File: src/rtl/alavanca2serial.sv
// UART 8N1 transmitter for two signed 16-bit lever values: HEADER, al1 hi/lo, al2 hi/lo.
// Define ALAVANCA2SERIAL_CHECKSUM_EN to append an XOR checksum byte of the four payload bytes.
module alavanca2serial #(
   parameter int         CLKS_PER_BIT = 434,
   parameter logic [7:0] HEADER       = 8'hAA,
   parameter int         AUTO_PERIOD  = 0
) (
   input  logic        clock,
   input  logic        reset,
   input  logic [15:0] al1Bits,
   input  logic [15:0] al2Bits,
   input  logic        send,
   output logic        TX,
   output logic        busy,
   output logic        done,
   output logic [3:0]  db_estado
);

`ifdef ALAVANCA2SERIAL_CHECKSUM_EN
   localparam int N_BYTES = 6;
`else
   localparam int N_BYTES = 5;
`endif

   localparam int            TW     = (CLKS_PER_BIT > 1) ? $clog2(CLKS_PER_BIT) : 1;
   localparam logic [TW-1:0] T_LAST = TW'(CLKS_PER_BIT - 1);
   localparam logic [2:0]    B_LAST = 3'(N_BYTES - 1);

   typedef enum logic [3:0] {
      IDLE  = 4'd0,
      START = 4'd1,
      DATA  = 4'd2,
      STOP  = 4'd3,
      NEXT  = 4'd4,
      DONE  = 4'd5
   } state_t;

   state_t        state;
   logic [TW-1:0] bit_timer;
   logic [2:0]    bit_idx;
   logic [2:0]    byte_idx;
   logic [31:0]   shadow;
   logic [7:0]    shift;
   logic [7:0]    next_byte;
   logic          tick_pend;
   logic          auto_tick;
   logic          trigger;

   generate
      if (AUTO_PERIOD > 0) begin : g_auto
         localparam int            AW     = (AUTO_PERIOD > 1) ? $clog2(AUTO_PERIOD) : 1;
         localparam logic [AW-1:0] A_LAST = AW'(AUTO_PERIOD - 1);
         logic [AW-1:0] auto_cnt;

         always_ff @(posedge clock) begin
            if (reset || auto_cnt == A_LAST) auto_cnt <= '0;
            else                             auto_cnt <= auto_cnt + 1'b1;
         end

         assign auto_tick = (auto_cnt == A_LAST);
      end else begin : g_no_auto
         assign auto_tick = 1'b0;
      end
   endgenerate

   assign trigger   = send | auto_tick | tick_pend;
   assign db_estado = state;

   // Byte that follows the one currently on the line.
   always_comb begin
      next_byte = 8'h00;
      case (byte_idx)
         3'd0: next_byte = shadow[31:24];
         3'd1: next_byte = shadow[23:16];
         3'd2: next_byte = shadow[15:8];
         3'd3: next_byte = shadow[7:0];
`ifdef ALAVANCA2SERIAL_CHECKSUM_EN
         3'd4: next_byte = shadow[31:24] ^ shadow[23:16] ^ shadow[15:8] ^ shadow[7:0];
`endif
         default: next_byte = 8'h00;
      endcase
   end

   always_ff @(posedge clock) begin
      if (reset) begin
         state     <= IDLE;
         TX        <= 1'b1;
         busy      <= 1'b0;
         done      <= 1'b0;
         bit_timer <= '0;
         bit_idx   <= 3'd0;
         byte_idx  <= 3'd0;
         shadow    <= 32'h0;
         shift     <= 8'h00;
         tick_pend <= 1'b0;
      end else begin
         if (auto_tick && state != IDLE) tick_pend <= 1'b1;

         case (state)
            IDLE: begin
               done <= 1'b0;
               if (trigger) begin
                  shadow    <= {al1Bits, al2Bits};
                  shift     <= HEADER;
                  byte_idx  <= 3'd0;
                  bit_timer <= '0;
                  busy      <= 1'b1;
                  TX        <= 1'b0;
                  tick_pend <= 1'b0;
                  state     <= START;
               end
            end
            START: begin
               if (bit_timer == T_LAST) begin
                  bit_timer <= '0;
                  bit_idx   <= 3'd0;
                  TX        <= shift[0];
                  shift     <= {1'b0, shift[7:1]};
                  state     <= DATA;
               end else begin
                  bit_timer <= bit_timer + 1'b1;
               end
            end
            DATA: begin
               if (bit_timer == T_LAST) begin
                  bit_timer <= '0;
                  if (bit_idx == 3'd7) begin
                     TX    <= 1'b1;
                     state <= STOP;
                  end else begin
                     bit_idx <= bit_idx + 3'd1;
                     TX      <= shift[0];
                     shift   <= {1'b0, shift[7:1]};
                  end
               end else begin
                  bit_timer <= bit_timer + 1'b1;
               end
            end
            // The NEXT decision is folded into the last STOP cycle so bytes run back to back.
            STOP: begin
               if (bit_timer == T_LAST) begin
                  bit_timer <= '0;
                  if (byte_idx == B_LAST) begin
                     TX    <= 1'b1;
                     busy  <= 1'b0;
                     done  <= 1'b1;
                     state <= DONE;
                  end else begin
                     byte_idx <= byte_idx + 3'd1;
                     shift    <= next_byte;
                     TX       <= 1'b0;
                     state    <= START;
                  end
               end else begin
                  bit_timer <= bit_timer + 1'b1;
               end
            end
            DONE: begin
               done  <= 1'b0;
               state <= IDLE;
            end
            default: state <= IDLE;
         endcase
      end
   end

endmodule

File: config.mk
export PLATFORM = sky130hd
export DESIGN_NAME = alavanca2serial
export DESIGN_NICKNAME = d
export VERILOG_FILES = /design/src/rtl/alavanca2serial.sv
export SDC_FILE = /design/constraint.sdc
export NUM_CORES = 1
export LEC_CHECK = 0
export ABC_AREA = 0
export CAP_MARGIN = 20
export CORE_ASPECT_RATIO = 1.25
export CORE_MARGIN = 2
export CORE_UTILIZATION = 40
export DETAILED_ROUTE_END_ITERATION = 8
export PLACE_DENSITY = 0.68
export SYNTH_ARGS = -nofsm -noshare
export SYNTH_HDL_FRONTEND = slang
export SYNTH_SLANG_ARGS = --single-unit
File: constraint.sdc
create_clock -name clock -period 2.42 [get_ports clock]
set_clock_uncertainty 0.15 [all_clocks]
set_input_delay 0.242 -clock clock [delete_from_list [all_inputs] [get_ports clock]]
set_output_delay 0.242 -clock clock [all_outputs]
set_load 0.02 [all_outputs]
Word level (Yosys, flattened, before mapping):

Cells that the tools add are included.

* register bits: 62
* word-level logic and storage cells: 88
* output and inout bits: 7
* bits of input ports: 35

* add/subtract/negate cells: 3
* mux-type cells: 40
* eq/ne operators: 18
* reductions and logical operators: 18

Operators by type and width (number)
* 8-bit case mux with 4 select lines: 2
* 8-bit 2-to-1 mux: 6
* 3-bit 2-to-1 mux: 7
* 4-bit 2-to-1 mux: 5
* 9-bit 2-to-1 mux: 2
* 9-bit case mux with 2 select lines: 1
* 2-bit != test (second input constant): 8
* 4-bit case mux with 4 select lines: 1
* 3-bit case mux with 2 select lines: 2
* 4-bit AND reduction: 3
* 1-bit 2-to-1 mux: 11
* 5-bit AND reduction: 2
* 9-bit by 1-bit adder with 9-bit output (second input constant): 1
* 9-bit == test (second input constant): 1
* 4-bit by 2-bit == test with 1-bit output (second input constant): 2
* 2-bit nonzero test: 4
* 7-bit AND reduction: 1
* 3-bit by 1-bit adder with 3-bit output (second input constant): 2
* 3-bit by 2-bit == test with 1-bit output (second input constant): 2
* 3-bit == test (second input constant): 2
* 4-bit by 1-bit == test with 1-bit output (second input constant): 1
* 4-bit by 3-bit == test with 1-bit output (second input constant): 1
* 4-bit logical NOT: 1
* 1-bit case mux with 2 select lines: 2
* 8 further kinds: 9

Depth between registers and ports, before layout:

Gate-level depths: netlist of the first run.

* depth after elaboration: 5
* gate-level depth with buffers: 8
* mapped depth without buffers: 6

Worst setup path before layout of the first run:

Ideal clock, no wire load.

* kind: register to register
* start point: register bit_idx[0]
* end point: register bit_idx[0]
* setup time: 128 ps
* arrival time: 1746 ps
* path slack: 396 ps
* stages on the path, launching flop included: 7
* required time: 2142 ps
* path buffers: 0
* period minus slack after synthesis: 2024 ps
* path through: dfxtp_1 > ha_1 > ha_1 > or3b_4 > a2111oi_4 > mux2i_1 > nor2_1

* longest elaborated chain between the ends: 4
* elaborated cells on any way between the ends: 7
* classes of those cells: 1 x add/sub; 2 x eq/ne; 3 x mux; 1 x reduce/logical

Ends and longest elaborated chain
* start, declared: line 40 `logic [2:0] bit_idx;`
* start signal, assigned: line 131 `bit_idx <= bit_idx + 3'd1;`
* 3-bit by 1-bit adder with 3-bit output: line 131
* 3-bit 2-to-1 mux: line 127 `if (bit_idx == 3'd7) begin`
* 3-bit 2-to-1 mux: line 125 `if (bit_timer == T_LAST) begin`
* 3-bit case mux with 2 select lines: line 99 `case (state)`

Parallel ways exist; a longest one is shown, timed or not. The select of a mux whose other input is x is not followed.
A chain may end at the register's enable or synchronous reset.

Worst setup path in the final report of the first run:

* start point: register bit_timer[0]
* end point: register shift[0]

* longest elaborated chain between the ends: 3
* elaborated cells on any way between the ends: 5
* classes of those cells: 4 x eq/ne; 1 x reduce/logical

Ends and longest elaborated chain
* start, declared: line 39 `logic [TW-1:0] bit_timer;`
* start signal, assigned: line 121 `bit_timer <= bit_timer + 1'b1;`
* start signal, assigned: line 136 `bit_timer <= bit_timer + 1'b1;`
* start signal, assigned: line 155 `bit_timer <= bit_timer + 1'b1;`
* 9-bit == test *: line 114, 125, 141
* 2-bit != test (no line)
* 7-bit AND reduction (no line) *
* end signal, assigned: line 118 `shift <= {1'b0, shift[7:1]};`
* end signal, assigned: line 133 `shift <= {1'b0, shift[7:1]};`
* end signal, assigned: line 150 `shift <= next_byte;`
* end, declared: line 43 `logic [7:0] shift;`

Mark *: on every way between the ends. The rest lies on a longest branch, timed or not.

==> out/qor.yml, run 1 <==
irDropWorstVdd_uv: 301
period_needed_ns: 2.22
grt_pass1_wl_mm: 11.8
post_cts_buffers: 0
clk_pin_slew_worst_paths_ns: 0.07
dpl.cell_count: 472
grt_antenna_before_repair: 0
slew_viol_final: 0
synthTopCellsByArea: "dfxtp_1 41%, nand2_1 10%, a21oi_1 7.8%, ha_1 3.8%, a22oi_1 2.8%"
place_hpwl_mm: 4.82
initialDrtViolationCount: 112
cts-resized-gates: 0
cp_data_arrival_time_ns: 2.26
die_w_um: 81.1
cts.sinks: 61
fmax_mhz: 451
postSynthCellCount: 358
pwr-share-seq_pct: 50.5
syn-num-nets: 402
start_util_pct: 40.8
crit_chain: "ha_1 > nand4b_1 > o31ai_4 > and2_1 > a211oi_1"
path_class: "flop to flop"
grt_start_max_net_pins: 36
ys_async_sr_fraction_pct: 0
p_clk_share_pct: 36.6
drc: 0
post_drt_wl_per_cell_um: 14.0
fin_util_pct: 49.5
crit_family: "simple AND/OR/NAND/NOR gates"
power_density_mw_per_mm2: 600
antennaDiodeCount: 0
port_buffers: 40
synth_edf_count: 0
via_per_inst: 5.42
core-area_mm2: 0.00727
cts.path.max_buffers: 2
drive_gt1_share_pct: 9.34
nFillCells: 742
min_path_type: "input port to flop"
dieArea_mm2: 0.00813
switchingPower_mw: 0.573
setup-tns-final_ns: 0
ys_warn_count: 0
seq_area_frac_synth_pct: 41.1
grt_pass1_vias: 2579
synth_ff_type: "dfxtp_1"
slowest_stage: "o31ai_4"
final_cell_mix: "80 x nand2_1, 61 x dfxtp_1, 46 x a21oi_1"
cts_max_level: 3
post-route-period-util_pct: 91.6
grt-ovfl-total: 0
grtUsageTotal_pct: 18.8
finalSetupViolations: 0
cts_tree: "built"
netlist.area_leader.share_pct: 41.1
status: "finished clean"
rows: 35
p_leak_nw: 1.29
cp_max_fo: 8
fin_cells: 488
end_kind: "flop"
final-hold-violation-count: 0
cp-start-kind: "flop"
crit_required_ns: 2.46
cts_hold_buf: 0
antenna_left: 0
yosysTopAreaCell: "dfxtp_1"
vias: 2644
holdWs_ns: 0.260
syn_area_mm2: 0.00297
rsz0062_at_grt: "false"
cp.buffers_inverters: 0
layout_commonest_cell: "nand2_1"
swShare_pct: 26.5
clockRootBuffer: "clkbuf_8"
area_growth_syn_to_layout_pct: 21.3
syn_area_per_cell_um2: 8.29
ys_seq_elements: 61
p_comb_share_pct: 12.9
clock_latency_ns: 0.34
wirelength_mm: 6.85
cts-buffers-inserted: 9
p_int_mw: 1.59
slew_headroom_pct: 55.8
pin_count: 42
worst_slew_pin_slew_ns: 0.661
max_stage_delay_ns: 0.46
nets: 435
fp.dieH_um: 100
dr.pass1.iters: 7
gp_congestion: 0.889
drv_cap: 0
synth.distinct_cells: 56
## sequential cells by signal, summed over array words and instances (netlist names), 3 cells and up
| register | count |
|---|---|
| shadow | 32 |
| bit_timer | 9 |
| shift | 8 |
| bit_idx | 3 |
| byte_idx | 3 |
| db_estado | 3 |
## cell usage after synthesis, types with 2 or more instances
library cell,n
a222oi_1,2
clkbuf_1,15
or2b_1,2
and3_1,4
a22oi_1,11
buf_2,8
a21oi_1,46
xor2_1,2
a211oi_1,8
ha_1,9
o221ai_1,6
a311o_1,2
nor3_1,7
inv_1,13
a31oi_1,2
nand2_1,80
a21o_1,2
nand3_1,10
mux2i_1,2
dfxtp_1,61
clkbuf_2,2
o21ai_0,5
nand4b_1,2
a311oi_1,6
a41oi_1,3
a221oi_1,3
nor2_1,7
nand2b_1,7
buf_4,2
o41ai_1,2
and2_1,2
## logic make-up (layout without fill, tap and decap cells)
logic type,Yosys count,count (layout),share of synthesized area [%]
multiplexers,3,3,1.05
XOR/XNOR,2,2,0.590
flip-flops,61,61,41.1
AO/OA/AOI/OAI,108,108,25.7
buffers and inverters,42,80,6.24
adder cells (fa/ha/maj),9,9,3.79
AND/OR/NAND/NOR,132,132,21.4
other,1,1,0.126
## worst paths after layout
check	end	cells past startpoint	start	slack [ns]
max	shift[0]	5	bit_timer[0]	0.20
min reg2reg	shadow[24]	2	shadow[24]	0.31
min	bit_idx[0]	2	reset	0.26
max reg2reg	shift[0]	5	bit_timer[0]	0.20
## metal layers
layer  part of all wire [%]  track usage (%)  vias up
met2                     47             30.3       67
met3                    4.2             4.50       12
met4                    2.1             9.26        0
met5                      0                0        -
li1                       -                -     1347
met1                     46             23.2     1218
## layout make-up
type | count | area, um2 | area share (%)
sequential | 61 | 1220 | 33.9
timing repair buffer | 51 | 478 | 13.3
clock inverter | 4 | 23.8 | 0.660
inverter | 13 | 48.8 | 1.36
multi-input combinational | 255 | 1570 | 43.6
tap | 92 | 115 | 3.20
clock buffer | 12 | 145 | 4.03
## power groups by stage
stage | registers [mW] | logic (mW) | clock network, mW
floorplan | 1.11 | 0.167 | 0
global placement | 1.11 | 0.275 | 0
detailed placement | 1.11 | 0.280 | 0
CTS | 1.09 | 0.281 | 0.808
global route | 1.10 | 0.314 | 0.846
finish | 1.09 | 0.279 | 0.790
## per-stage QoR
step | instance area, um2 | setup WS, ns | total power [mW]
final | 3600 | 0.203 | 2.16
after floorplan | 2970 | 0.396 | 1.28
after CTS | 3600 | 0.207 | 2.18
after global placement | 3430 | 0.265 | 1.39
after detailed placement | 3430 | 0.204 | 1.39
after global routing | 3600 | 0.0247 | 2.26
(Power assumes the default switching activity.)
==> inputs of run 2 (changes only) <==
--- a/config.mk
+++ b/config.mk
@@ -5,13 +5,13 @@
 export SDC_FILE = /design/constraint.sdc
 export NUM_CORES = 1
 export LEC_CHECK = 0
-export ABC_AREA = 0
 export CAP_MARGIN = 20
 export CORE_ASPECT_RATIO = 1.25
 export CORE_MARGIN = 2
 export CORE_UTILIZATION = 40
 export DETAILED_ROUTE_END_ITERATION = 8
 export PLACE_DENSITY = 0.68
+export SLEW_MARGIN = 10
 export SYNTH_ARGS = -nofsm -noshare
 export SYNTH_HDL_FRONTEND = slang
 export SYNTH_SLANG_ARGS = --single-unit
==> results of run 2 <==
Final layout, timing and power as in run 1 (identical DEF).
